File: src/rtl/rr_bus_arbiter_4_1_if.sv
// Bundle of the four requester channels and the registered downstream channel
// for the 4:1 round-robin bus arbiter.
interface rr_bus_arbiter_4_1_if #(
    parameter int WIDTH = 8
);
    logic [3:0]       i_valid;
    logic [WIDTH-1:0] i_a;
    logic [WIDTH-1:0] i_b;
    logic [WIDTH-1:0] i_c;
    logic [WIDTH-1:0] i_d;
    logic [3:0]       o_ready;
    logic             o_valid;
    logic [WIDTH-1:0] o_data;
    logic [1:0]       o_sel;
    logic             i_ready;

    // Arbiter side
    modport master (
        input  i_valid, i_a, i_b, i_c, i_d, i_ready,
        output o_ready, o_valid, o_data, o_sel
    );

    // Requester / downstream side
    modport slave (
        output i_valid, i_a, i_b, i_c, i_d, i_ready,
        input  o_ready, o_valid, o_data, o_sel
    );
endinterface

File: src/rtl/rr_bus_arbiter_4_1.sv
// Four-requester round-robin arbiter with a single registered output word.
// The output valid flag is the whole FSM; the last-grant pointer sets priority.
module rr_bus_arbiter_4_1 #(
    parameter int WIDTH = 8
) (
    input  logic                 i_clk,
    input  logic                 i_rst,
    rr_bus_arbiter_4_1_if.master bus
);

    typedef enum logic {
        ST_EMPTY = 1'b0,
        ST_FULL  = 1'b1
    } state_t;

    state_t           state_reg, state_next;
    logic [1:0]       last_reg, last_next;
    logic [1:0]       sel_reg, sel_next;
    logic [WIDTH-1:0] data_reg, data_next;

    logic [WIDTH-1:0] bus_word [4];
    logic [1:0]       cand [4];
    logic [3:0]       req_rot;
    logic [1:0]       grant_idx;
    logic             any_req;
    logic             load;

    assign bus_word[0] = bus.i_a;
    assign bus_word[1] = bus.i_b;
    assign bus_word[2] = bus.i_c;
    assign bus_word[3] = bus.i_d;

    // Candidate gi is the requester gi+1 places after the last winner; the
    // 2-bit add wraps 3->0, and the fourth candidate is the last winner itself.
    generate
        for (genvar gi = 0; gi < 4; gi++) begin : g_rot
            assign cand[gi]    = last_reg + 2'(gi + 1);
            assign req_rot[gi] = bus.i_valid[cand[gi]];
        end
    endgenerate

    always_comb begin
        grant_idx = cand[0];
        if (req_rot[0])      grant_idx = cand[0];
        else if (req_rot[1]) grant_idx = cand[1];
        else if (req_rot[2]) grant_idx = cand[2];
        else                 grant_idx = cand[3];
    end

    assign any_req = |bus.i_valid;
    assign load    = (state_reg == ST_EMPTY) || bus.i_ready;

    // Accept strobe is suppressed during reset so no requester sees a grant
    // for a word that the cleared register will never hold.
    assign bus.o_ready = (load && any_req && !i_rst) ? (4'b0001 << grant_idx) : 4'b0000;

    always_comb begin
        state_next = state_reg;
        last_next  = last_reg;
        sel_next   = sel_reg;
        data_next  = data_reg;
        case (state_reg)
            ST_EMPTY: begin
                if (any_req) begin
                    state_next = ST_FULL;
                    last_next  = grant_idx;
                    sel_next   = grant_idx;
                    data_next  = bus_word[grant_idx];
                end
            end
            ST_FULL: begin
                if (bus.i_ready) begin
                    if (any_req) begin
                        last_next = grant_idx;
                        sel_next  = grant_idx;
                        data_next = bus_word[grant_idx];
                    end else begin
                        // Data and select are left as-is on drain
                        state_next = ST_EMPTY;
                    end
                end
            end
            default: state_next = ST_EMPTY;
        endcase
    end

    always_ff @(posedge i_clk or posedge i_rst) begin
        if (i_rst) begin
            state_reg <= ST_EMPTY;
            last_reg  <= 2'd3;
            sel_reg   <= 2'd0;
            data_reg  <= '0;
        end else begin
            state_reg <= state_next;
            last_reg  <= last_next;
            sel_reg   <= sel_next;
            data_reg  <= data_next;
        end
    end

    assign bus.o_valid = (state_reg == ST_FULL);
    assign bus.o_data  = data_reg;
    assign bus.o_sel   = sel_reg;

endmodule

File: src/flat_wrapper.sv
// flat-port wrapper written by rule: the top's interface ports become plain ports
module rr_bus_arbiter_4_1_flat 
#(
    parameter int WIDTH = 8
)
  (i_clk, i_rst, bus_i_valid, bus_i_a, bus_i_b, bus_i_c, bus_i_d, bus_i_ready, bus_o_ready, bus_o_valid, bus_o_data, bus_o_sel);
  rr_bus_arbiter_4_1_if #(.WIDTH(WIDTH)) bus_i ();
  input  logic i_clk;
  input  logic i_rst;
  input wire logic [$bits(bus_i.i_valid)-1:0] bus_i_valid;
  input wire logic [$bits(bus_i.i_a)-1:0] bus_i_a;
  input wire logic [$bits(bus_i.i_b)-1:0] bus_i_b;
  input wire logic [$bits(bus_i.i_c)-1:0] bus_i_c;
  input wire logic [$bits(bus_i.i_d)-1:0] bus_i_d;
  input wire logic [$bits(bus_i.i_ready)-1:0] bus_i_ready;
  output wire logic [$bits(bus_i.o_ready)-1:0] bus_o_ready;
  output wire logic [$bits(bus_i.o_valid)-1:0] bus_o_valid;
  output wire logic [$bits(bus_i.o_data)-1:0] bus_o_data;
  output wire logic [$bits(bus_i.o_sel)-1:0] bus_o_sel;
  assign bus_i.i_valid = bus_i_valid;
  assign bus_i.i_a = bus_i_a;
  assign bus_i.i_b = bus_i_b;
  assign bus_i.i_c = bus_i_c;
  assign bus_i.i_d = bus_i_d;
  assign bus_i.i_ready = bus_i_ready;
  assign bus_o_ready = bus_i.o_ready;
  assign bus_o_valid = bus_i.o_valid;
  assign bus_o_data = bus_i.o_data;
  assign bus_o_sel = bus_i.o_sel;
  rr_bus_arbiter_4_1 #(.WIDTH(WIDTH)) u_core (.i_clk(i_clk), .i_rst(i_rst), .bus(bus_i));
endmodule
File: config.mk
export PLATFORM = sky130hd
export DESIGN_NAME = rr_bus_arbiter_4_1_flat
export DESIGN_NICKNAME = d
export VERILOG_FILES = /design/src/rtl/rr_bus_arbiter_4_1_if.sv /design/src/rtl/rr_bus_arbiter_4_1.sv /design/src/flat_wrapper.sv
export SDC_FILE = /design/constraint.sdc
export NUM_CORES = 1
export LEC_CHECK = 0
export ABC_AREA = 0
export ABC_CLOCK_PERIOD_IN_PS = 2950
export CAP_MARGIN = 20
export CORE_ASPECT_RATIO = 1.25
export CORE_MARGIN = 8
export CORE_UTILIZATION = 36
export CTS_CLUSTER_SIZE = 24
export DETAILED_ROUTE_END_ITERATION = 8
export PLACE_DENSITY = 0.8
export SLEW_MARGIN = 10
export SYNTH_ARGS = -nofsm -noshare
export SYNTH_HDL_FRONTEND = slang
export SYNTH_SLANG_ARGS = --single-unit
export TNS_END_PERCENT = 30
File: constraint.sdc
create_clock -name i_clk -period 2.95 [get_ports i_clk]
set_clock_uncertainty 0.2 [all_clocks]
set_input_delay 0.885 -clock i_clk [delete_from_list [all_inputs] [get_ports i_clk]]
set_output_delay 0.885 -clock i_clk [all_outputs]
set_load 0.02 [all_outputs]
==> metrics.txt <==
EDFF count, synth 0; PD cells between 700 and 800 mW/mm^2; fill count 171; routability-driven placement congestion ratio about 0.8; synth warn 0; number of buffers on the longest clock path 2; Non-Filler Instances approximately 180; data arrival at the endpoint of the critical path between 2000 and 2500 ps; CP startpoint bus_i_valid[1]; switching power share of the total approximately 40%; total vias in the final route 899; Antenna Diode Count 0; transition time at the pin with the least slew margin 515 ps; number of hold violations in the final report 0; post-synthesis instance area about 840 um^2; per-instance average area after synthesis 10.5 um^2; hold crit path type flop to flop; number of distinct library cell variants in the gate-level netlist after synthesis 24; capture point of the worst reg-to-reg path u_core.bus.o_data[5]; Total GRT Usage between 10% and 20%; endpoint required time on the critical path 1870 ps; worst hold start u_core.bus.o_sel[1]; clock transition at the registers of the reported paths about 70 ps; vias in the first global route 997; antenna violations before repair 0; clock latency on the worst-skew pair between 200 and 300 ps; time the worst path needs with I/O delays and setup roughly 3100 ps; Die Y roughly 70 um; drt initial violations 13; Final Hold Slack 289 ps; sum of overflow across all layers after global routing 0; top fanout value on the critical path 4; antenna viol nets, final 0; TritonCTS Buffers 3; Comb pwr share a little over three fifths; setup slack at placement -1100 ps; via density per instance between 5 and 6; net switching component of the power ~0.47 mW; async set-or-reset flop fraction in the synthesized netlist 100%; summed negative setup slack over all endpoints -587 ps; detailed-router iteration count before antenna repair 2; launching element type of the critical path input pin; Area growth syn-to-layout 88.1%; Finished Core Util between 70% and 80%; fraction of layout instances using a drive strength above 1 between 30 and 40%; design internal power just over 0.7 mW; DIE WIDTH ~59 um; setup slack, reg-to-reg 790 ps; global-route wire length before repair 4950 um; core box area between 0.002 and 0.0025 mm^2; Synth area leaders sky130_fd_sc_hd__dfrtp_1, sky130_fd_sc_hd__mux2i_1, sky130_fd_sc_hd__o221ai_1; maximum number of pins on one net before global-route repair 17; flip-flop and latch count after synthesis 13; DRC violations left 0; Clk network pwr share 9.1%; area of the die 0.00416 mm^2; CTS Sinks 13; sequential-to-total area share from yosys stat 38.9%; critical path start-end classification input pin to primary output; number of standard cells after synthesis 80; reported leakage power approximately 0.7 nW; setup slack after layout -160 ps; area share of the largest cell type after synthesis roughly a third; Post-Route WL 2960 um; share of the clock period used by the worst path after layout 105%; max capacitance violation total 0; setup-violating endpoint count in the final report 4; CP Capture Type primary output; starting density of the core 38.1%; buffer type at the clock tree root sky130_fd_sc_hd__clkbuf_4; total placed cells including tap cells about 170; hold-fix buffer count after cts 0; number of buffers inserted by port buffering 53; violations in the final reports negative setup slack; worst slew margin relative to its limit 65.6%; final routed wire length divided by cell count 16.5 um; capturing instance or port of the critical path bus_o_ready[1]; Final Max Slew Viols 0; RSZ-0062 raised after global routing true; R2R depth 7; depth of the CTS H-tree 1; outcome complete, but fails checks; reg-to-reg startpoint u_core.last_reg[1]; timing-limited maximum frequency roughly 320 MHz; I/O Pins 54; net count after synthesis ~120; Flop pwr share between 20% and 30%; clock tree from TritonCTS done; Main synth FF type sky130_fd_sc_hd__dfrtp_1; number of flip-flops in the largest register 8; largest vdd supply drop 0.000542 V; most area-hungry cell type in the Yosys netlist sky130_fd_sc_hd__dfrtp_1; final-stage net count roughly 190; Rows 19; detailed-placement wirelength estimate approximately 2300 um
[cells in the mapped netlist (2+ instances only)]
master / instances
sky130_fd_sc_hd__mux2i_1: 17
sky130_fd_sc_hd__nand2_1: 13
sky130_fd_sc_hd__dfrtp_1: 11
sky130_fd_sc_hd__o221ai_1: 7
sky130_fd_sc_hd__inv_1: 5
sky130_fd_sc_hd__buf_6: 3
sky130_fd_sc_hd__buf_2: 2
sky130_fd_sc_hd__dfstp_2: 2
sky130_fd_sc_hd__mux2_2: 2
sky130_fd_sc_hd__nand2b_1: 2
sky130_fd_sc_hd__nor3b_2: 2
sky130_fd_sc_hd__o21ai_1: 2
[power by group through the flow]
stage          Clock, mW  Combinational (mW)  Sequential (mW)
2_1_floorplan          0               0.311            0.401
3_3_place_gp           0               0.671            0.318
3_5_place_dp           0               0.687            0.321
4_1_cts            0.107               0.720            0.328
5_1_grt            0.117               0.786            0.337
6_report           0.106               0.737            0.329
[what timing repair did]
item | 4_1_cts | 5_1_grt
endpoints found under the setup margin | 4 | 4
resized for setup | 48 | 5
buffers inserted | 3 | 1
gates cloned | 0 | 0
pin swaps | 8 | 4
[logic make-up (layout without fill, tap and decap cells)]
family                 count (synthesis)  count (layout)  share of synthesized area, %
AND/OR/NAND/NOR                       22              22                          14.4
multiplexers                          19              19                          22.8
AO/OA/AOI/OAI                         16              16                          16.5
flip-flops                            13              13                          38.9
buffers and inverters                 10              78                          7.42
[worst min-delay path by stage]
stage / cells past startpoint / endpoint / slack [ps]
5_1_grt: 2 / u_core.bus.o_sel[1] / 310
3_5_place_dp: 2 / u_core.bus.o_sel[1] / 280
6_report: 2 / u_core.bus.o_sel[1] / 290
2_1_floorplan: 2 / u_core.last_reg[1] / 280
4_1_cts: 2 / u_core.bus.o_sel[1] / 300
3_3_place_gp: 2 / u_core.bus.o_sel[1] / 270
[placed cells by master (no fill, tap or decap), drive strengths merged]
cell type       n
nor4            1
o22ai           1
mux2            2
nand2          13
dfrtp          11
inv             5
o21ai           3
a22oi           1
o41ai           1
clkbuf          4
nor3b           3
buf            23
clkdlybuf4s15   1
nor3            2
mux2i          17
dfstp           2
a21oi           1
clkdlybuf4s50  44
a221oi          1
or2             1
dlygate4sd2     1
nand2b          2
o221ai          8
[routing by layer]
layer / share of wire (%) / vias to the layer above / GRT usage (%)
li1: - / 436 / -
met4: 1.3 / 0 / 4.80
met1: 38 / 427 / 15.9
met2: 53 / 32 / 26.6
met3: 6.9 / 4 / 4.58
met5: 0 / - / 0
[critical path, cell delays in order]
cell                       delay (ps)
sky130_fd_sc_hd__buf_8            100
sky130_fd_sc_hd__o21ai_2          140
sky130_fd_sc_hd__o21ai_2           90
sky130_fd_sc_hd__a221oi_4         370
sky130_fd_sc_hd__or2_4            210
sky130_fd_sc_hd__nor3b_2           50
sky130_fd_sc_hd__buf_4            160
[final cells by class]
type / count / area, um^2 / area share (%)
Clock buffer: 4 / 26.3 / 1.66
Inverter: 5 / 18.8 / 1.18
Multi-Input combinational cell: 57 / 529 / 33.4
Sequential cell: 13 / 328 / 20.7
Tap cell: 31 / 38.8 / 2.44
Timing Repair Buffer: 69 / 646 / 40.7
[per-stage QoR]
step                      power, mW  area [um^2]
after CTS                      1.16         1560
after global routing           1.24         1590
after detailed placement       1.01         1480
after global placement        0.989         1480
final                          1.17         1590
after floorplan               0.712          848
(Power assumes the default switching activity.)
==> variant 1, RTL diff (config.mk and constraints unchanged) <==
`WIDTH` is set to 8 in 3 places; all go to 10.
--- a/src/rtl/rr_bus_arbiter_4_1_if.sv
+++ b/src/rtl/rr_bus_arbiter_4_1_if.sv
@@ -1,7 +1,7 @@
 // Bundle of the four requester channels and the registered downstream channel
 // for the 4:1 round-robin bus arbiter.
 interface rr_bus_arbiter_4_1_if #(
-    parameter int WIDTH = 8
+    parameter int WIDTH = 10
 );
     logic [3:0]       i_valid;
     logic [WIDTH-1:0] i_a;
--- a/src/rtl/rr_bus_arbiter_4_1.sv
+++ b/src/rtl/rr_bus_arbiter_4_1.sv
@@ -1,7 +1,7 @@
 // Four-requester round-robin arbiter with a single registered output word.
 // The output valid flag is the whole FSM; the last-grant pointer sets priority.
 module rr_bus_arbiter_4_1 #(
-    parameter int WIDTH = 8
+    parameter int WIDTH = 10
 ) (
     input  logic                 i_clk,
     input  logic                 i_rst,
--- a/src/flat_wrapper.sv
+++ b/src/flat_wrapper.sv
@@ -1,7 +1,7 @@
 // flat-port wrapper written by rule: the top's interface ports become plain ports
 module rr_bus_arbiter_4_1_flat 
 #(
-    parameter int WIDTH = 8
+    parameter int WIDTH = 10
 )
   (i_clk, i_rst, bus_i_valid, bus_i_a, bus_i_b, bus_i_c, bus_i_d, bus_i_ready, bus_o_ready, bus_o_valid, bus_o_data, bus_o_sel);
   rr_bus_arbiter_4_1_if #(.WIDTH(WIDTH)) bus_i ();
Ports: changed (5 resized); port bits go from 54 to 64. The function was not compared with the original's and may differ.
==> variant 1 against the unedited design <==
- wire length up 22%
- cell area up 16%
- power down 9.6%
- worst setup slack better by 0.16 ns
- sequential cell count up 2
- via count up 18%
- area after synthesis up 12%
- first-iteration DRC count up 85%
- critical endpoint is now bus_o_ready[3]
- highest routed layer unchanged
==> variant 1: results (changes against the unedited design) <==
| Item | This run | vs unedited |
| --- | --- | --- |
| Comb_multi_in | 67 | +18% |
| Worst ir drop on vdd | 0.3550 mV | -34% |
| Area occupied by registers | 377.9 µm² | +15% |
| Flop-to-flop setup slack | 0.67 ns | -0.12 ns |
| Input/output buffers | 63 | +19% |
| Proportion of final cell area spent on non-clock buffers | 0.4163 | +0.009331 |
| Vias in the first global route | 1208 | +21% |
| Non-Clock Buffer Count | 83 | +20% |
| Multi-input gate area | 613.1 µm² | +16% |
| Maximum number of pins on one net before global-route repair | 16 | -1 |
| Number of flip-flops in the largest register | 10 | +2 |
| Wire length of the first global-routing pass | 5.471 mm | +10% |
| Average wire length per cell after detail routing | 17.48 µm | +5.7% |
| Number of cells on the worst reg-to-reg path | 9 | +2 |
| Worst path arrival time | 1.86 ns | -0.17 ns |
| Count of antenna diodes in the layout | 0 | unchanged |
| Sequential group power | 317 µW | -4% |
| Share of layout cells above drive strength 1 | 0.2931 | -0.01771 |
| Slowest Stage Delay on Critical Path | 0.19 ns | -0.18 ns |
| Post-route core utilization | 0.7526 | +0.03495 |
| TritonCTS sink count | 15 | +2 |
| Setup bufs post-CTS | 8 | +5 |
| Post-synth top cells | 21 x sky130_fd_sc_hd__mux2i_1, 16 x sky130_fd_sc_hd__nand2_1, 13 x sky130_fd_sc_hd__dfrtp_1, 10 x sky130_fd_sc_hd__o221ai_1, 5 x sky130_fd_sc_hd__inv_1 |  |
| Share of the yosys chip area belonging to registers | 0.4016 | +0.01287 |
| Count of placed standard cells including taps | 193 | +12% |
| Iteration-0 DRC count of the detailed router | 24 | +11 |
| Routability Congestion | 0.7902 | -3.4% |
| Transition time at the pin with the least slew margin | 0.5783 ns | +0.06288 ns |
| Final Cell Area | 1846 µm² | +16% |
| Max Clk Rate | 339.4 MHz | +5.5% |
| Syn Nets | 139 | +17% |
| Status | complete, no violations |  |
| Layout Nets | 222 | +18% |
| Cell-internal power | 660.1 µW | -6.5% |
| Number of vias per cell after detailed routing | 5.140 | +2.3% |
| Post-synthesis mux area share | 0.2234 | -0.005082 |
| Count of different cell masters after synthesis | 21 | -13% |
| Cell type of the slowest stage on the worst timing path | sky130_fd_sc_hd__a21oi_2 |  |
| Cell types occupying the most area after synthesis | sky130_fd_sc_hd__dfrtp_1 35%, sky130_fd_sc_hd__mux2i_1 22%, sky130_fd_sc_hd__o221ai_1 9.3%, sky130_fd_sc_hd__nand2_1 6.4%, sky130_fd_sc_hd__dfstp_2 5.6% |  |
| Fraction of area in clock buffers and inverters | 0.01424 | -0.002324 |
| Place WS | -0.9866 ns | +0.1174 ns |
| Synth Area in Compound Gates | 0.1848 | +0.02015 |
| Logic power comb | 624 µW | -15% |
| Synthesized area per cell | 10.23 µm² | -3.0% |
| Pre-antenna DRT Iters | 4 | +2 |
| Final HPWL from detailed placement | 2.796 mm | +20% |
| All-Layer GR Usage | 0.1604 | +0.01058 |
| Via count | 1064 | +18% |
-- variant 1: layer usage --
| layer | global-route usage | part of all wire | wire (µm) |
|---|---|---|---|
| met1 | 0.1517 | 0.33 | 1209 |
| met2 | 0.2884 | 0.57 | 2058 |
| met3 | 0.05291 | 0.081 | 293 |
| met4 | 0.08376 | 0.016 | 58 |
| met5 | 0 | 0 | 0 |
-- variant 1: worst min-delay path by stage --
| stage | from | depth (start not counted) | end | slack [ns] |
|---|---|---|---|---|
| final | u_core.bus.o_data[7]$_DFFE_PP0P_ | 2 | u_core.bus.o_data[7]$_DFFE_PP0P_ | 0.29 |
| after floorplan | u_core.last_reg[0]$_DFFE_PP1P_ | 2 | u_core.last_reg[0]$_DFFE_PP1P_ | 0.31 |
| after detailed placement | u_core.bus.o_sel[1]$_DFFE_PP0P_ | 2 | u_core.bus.o_sel[1]$_DFFE_PP0P_ | 0.28 |
| after CTS | u_core.bus.o_data[3]$_DFFE_PP0P_ | 2 | u_core.bus.o_data[3]$_DFFE_PP0P_ | 0.30 |
| after global placement | u_core.bus.o_sel[1]$_DFFE_PP0P_ | 2 | u_core.bus.o_sel[1]$_DFFE_PP0P_ | 0.26 |
| after global routing | u_core.bus.o_sel[1]$_DFFE_PP0P_ | 2 | u_core.bus.o_sel[1]$_DFFE_PP0P_ | 0.33 |
-- variant 1: worst min-delay path: stages (launching register included) --
cell and delay, ns:
sky130_fd_sc_hd__dfrtp_1 0.35, sky130_fd_sc_hd__nand2_1 0.05, sky130_fd_sc_hd__o221ai_1 0.06
-- variant 1: cell families after synthesis --
kind of cell | after synthesis
buf+inv | 10
simple gates | 27
mux | 21
flops | 15
compound gates | 19
==> variant 2, RTL diff (config.mk and constraints unchanged) <==
Made on the original files. Take the reset off `data_reg` and load it in a clocked block of its own.
--- a/src/rtl/rr_bus_arbiter_4_1.sv
+++ b/src/rtl/rr_bus_arbiter_4_1.sv
@@ -89,13 +89,15 @@
             state_reg <= ST_EMPTY;
             last_reg  <= 2'd3;
             sel_reg   <= 2'd0;
-            data_reg  <= '0;
         end else begin
             state_reg <= state_next;
             last_reg  <= last_next;
             sel_reg   <= sel_next;
-            data_reg  <= data_next;
         end
+    end
+
+    always_ff @(posedge i_clk) begin
+        data_reg <= data_next;
     end
 
     assign bus.o_valid = (state_reg == ST_FULL);
Behaviour: not the same (Yosys sat finds a counterexample within 4 cycles, from zero or initial values and one cycle with i_rst high).
==> variant 2 against the unedited design <==
- the run still ends with negative setup slack left
- register-to-register slack lost 0.12 ns
- cell area grew 27%
- final cell count grew 27%
- worst setup slack gained 0.14 ns
- maximum frequency grew 4.8%
- power shrank 1.6%
- non-clock buffer count grew 9
- global-route usage shrank 1.5 points
- hold slack gained 0.056 ns
- wire length grew 34%
- sequential cell count is the same
- area after synthesis grew 35%
==> variant 2: results (changes against the unedited design) <==
| Item | This run | vs unedited |
| --- | --- | --- |
| Status | finished, violations left |  |
| Violations in the final reports | negative setup slack |  |
| Cell types occupying the most area after synthesis | sky130_fd_sc_hd__edfxtp_1 21%, sky130_fd_sc_hd__a32oi_1 12%, sky130_fd_sc_hd__a211oi_1 11%, sky130_fd_sc_hd__mux2i_1 7.0%, sky130_fd_sc_hd__inv_1 6.9% |  |
| Slew headroom | 0.7918 | +0.1358 |
| Share of layout cells above drive strength 1 | 0.3089 | -0.001910 |
| Layout Nets | 231 | +23% |
| Setup crit start | bus_i_valid[3] |  |
| Proportion of synthesized flip-flops having asynchronous set or reset | 0.3846 | -0.6154 |
| Routability Congestion | 0.7628 | -6.7% |
| Leakage power summed over all cells | 0.0008475 µW | +19% |
| Pre-antenna DRT Iters | 4 | +2 |
| Maximum number of pins on one net before global-route repair | 17 | unchanged |
| Vias in the first global route | 1274 | +28% |
| Post-synthesis xor/xnor area fraction | 0 | unchanged |
| Syn Nets | 160 | +34% |
| Share of the yosys chip area belonging to registers | 0.3238 | -0.06494 |
| Average wire length per cell after detail routing | 17.36 µm | +5.0% |
| Worst hold path class | reg2reg |  |
| Critical path peak fanout | 6 | +2 |
| Iteration-0 DRC count of the detailed router | 51 | +38 |
| # fillers | 242 | +42% |
| Worst-case clock buffer depth | 2 | unchanged |
| Number of flip-flops in the largest register | 8 | unchanged |
| Wire length of the first global-routing pass | 5.858 mm | +18% |
| Final HPWL from detailed placement | 2.994 mm | +29% |
| Clock-pin slew reported for the worst setup and hold paths after clock tree synthesis | 0.05 ns | -0.02 ns |
| Number of vias per cell after detailed routing | 5.298 | +5.5% |
| Synth Area in Compound Gates | 0.3326 | +0.1679 |
| Critical hold path startpoint | u_core.bus.o_sel[0]$_DFFE_PP0P_ |  |
| Final worst setup slack | -0.01651 ns | +0.1437 ns |
| Total CTS buffers | 3 | unchanged |
| Clock insertion delay at the later pin of the skew report | 0.23 ns | -0.04 ns |
| Worst ir drop on vdd | 0.3783 mV | -30% |
| Post-synth top cells | 21 x sky130_fd_sc_hd__inv_1, 16 x sky130_fd_sc_hd__a211oi_1, 16 x sky130_fd_sc_hd__a32oi_1, 8 x sky130_fd_sc_hd__edfxtp_1, 8 x sky130_fd_sc_hd__mux2i_1 |  |
| Count of different cell masters after synthesis | 32 | +33% |
| All-Layer GR Usage | 0.1349 | -0.01487 |
| Post-Route Setup TNS | -0.02844 ns | +0.5586 ns |
| Number of synthesized flops with an enable pin | 8 | +8 |
| FF-to-FF Start | u_core.last_reg[0]$_DFFE_PP1P_ |  |
| # setup viols final | 3 | -1 |
| Place WS | -1.007 ns | +0.09704 ns |
| Worst path arrival time | 1.88 ns | -0.15 ns |
| Post-synthesis mux area share | 0.07048 | -0.1580 |
| Primary FF master, synth | sky130_fd_sc_hd__edfxtp_1 |  |
| Clock root buffer | sky130_fd_sc_hd__clkbuf_8 |  |
variant 2: critical path: stages:
cell and delay (ns):
sky130_fd_sc_hd__buf_12 0.11, sky130_fd_sc_hd__inv_2 0.06, sky130_fd_sc_hd__o22ai_4 0.07, sky130_fd_sc_hd__a221oi_4 0.35, sky130_fd_sc_hd__nor3b_4 0.25, sky130_fd_sc_hd__buf_6 0.14
variant 2: metal layers:
metal,vias up,global-route usage,part of all wire
met3,8,0.03797,0.058
met2,44,0.2469,0.56
li1,596,-,-
met5,-,0,0
met1,560,0.1426,0.37
met4,0,0.04283,0.012
variant 2: timing repair:
action,CTS,global route
endpoints found under the hold margin,0,0
setup endpoints to repair,4,4
setup buffers,3,2
hold buffers,0,0
pin swaps,7,6
resized for setup,56,16
variant 2: worst paths after layout:
path	slack, ns	endpoint	cells after the start
min in group asynchronous	0.76	u_core.bus.o_valid$_DFF_PP0_	3
max	-0.02	bus_o_ready[0]	6
min	0.35	u_core.bus.o_sel[0]$_DFFE_PP0P_	2
min reg2reg	0.35	u_core.bus.o_sel[0]$_DFFE_PP0P_	2
max reg2reg	0.67	u_core.bus.o_data[2]$_DFFE_PP_	7
max in group asynchronous	1.58	u_core.last_reg[1]$_DFFE_PP1P_	3
variant 2: final cells by class:
class | instances | area (µm²) | area share
well taps | 37 | 46.29 | 0.02291
repair buffers | 78 | 777.0 | 0.3845
multi-input cells | 74 | 701.9 | 0.3474
clock buffers | 4 | 45.04 | 0.02229
inverters | 22 | 82.58 | 0.04087
flip-flops and latches | 13 | 367.9 | 0.1820
variant 2: cells by family after synthesis:
kind of cell    after synthesis
flops                        13
compound gates               45
simple gates                 21
buf+inv                      34
mux                           8
variant 2: stage by stage:
step | area, µm² | std cells
floorplan | 1189 | 121
global placement | 1833 | 219
detailed placement | 1833 | 219
CTS | 1938 | 226
global route | 2021 | 228
finish | 2021 | 228
variant 2: power by group:
| group | internal [µW] | leakage, µW | switching [µW] | total (µW) |
|---|---|---|---|---|
| Sequential | 264 | 0.000131 | 35.8 | 300 |
| Combinational | 357 | 0.000693 | 346 | 703 |
| Clock | 94.9 | 0.0000228 | 55.8 | 151 |
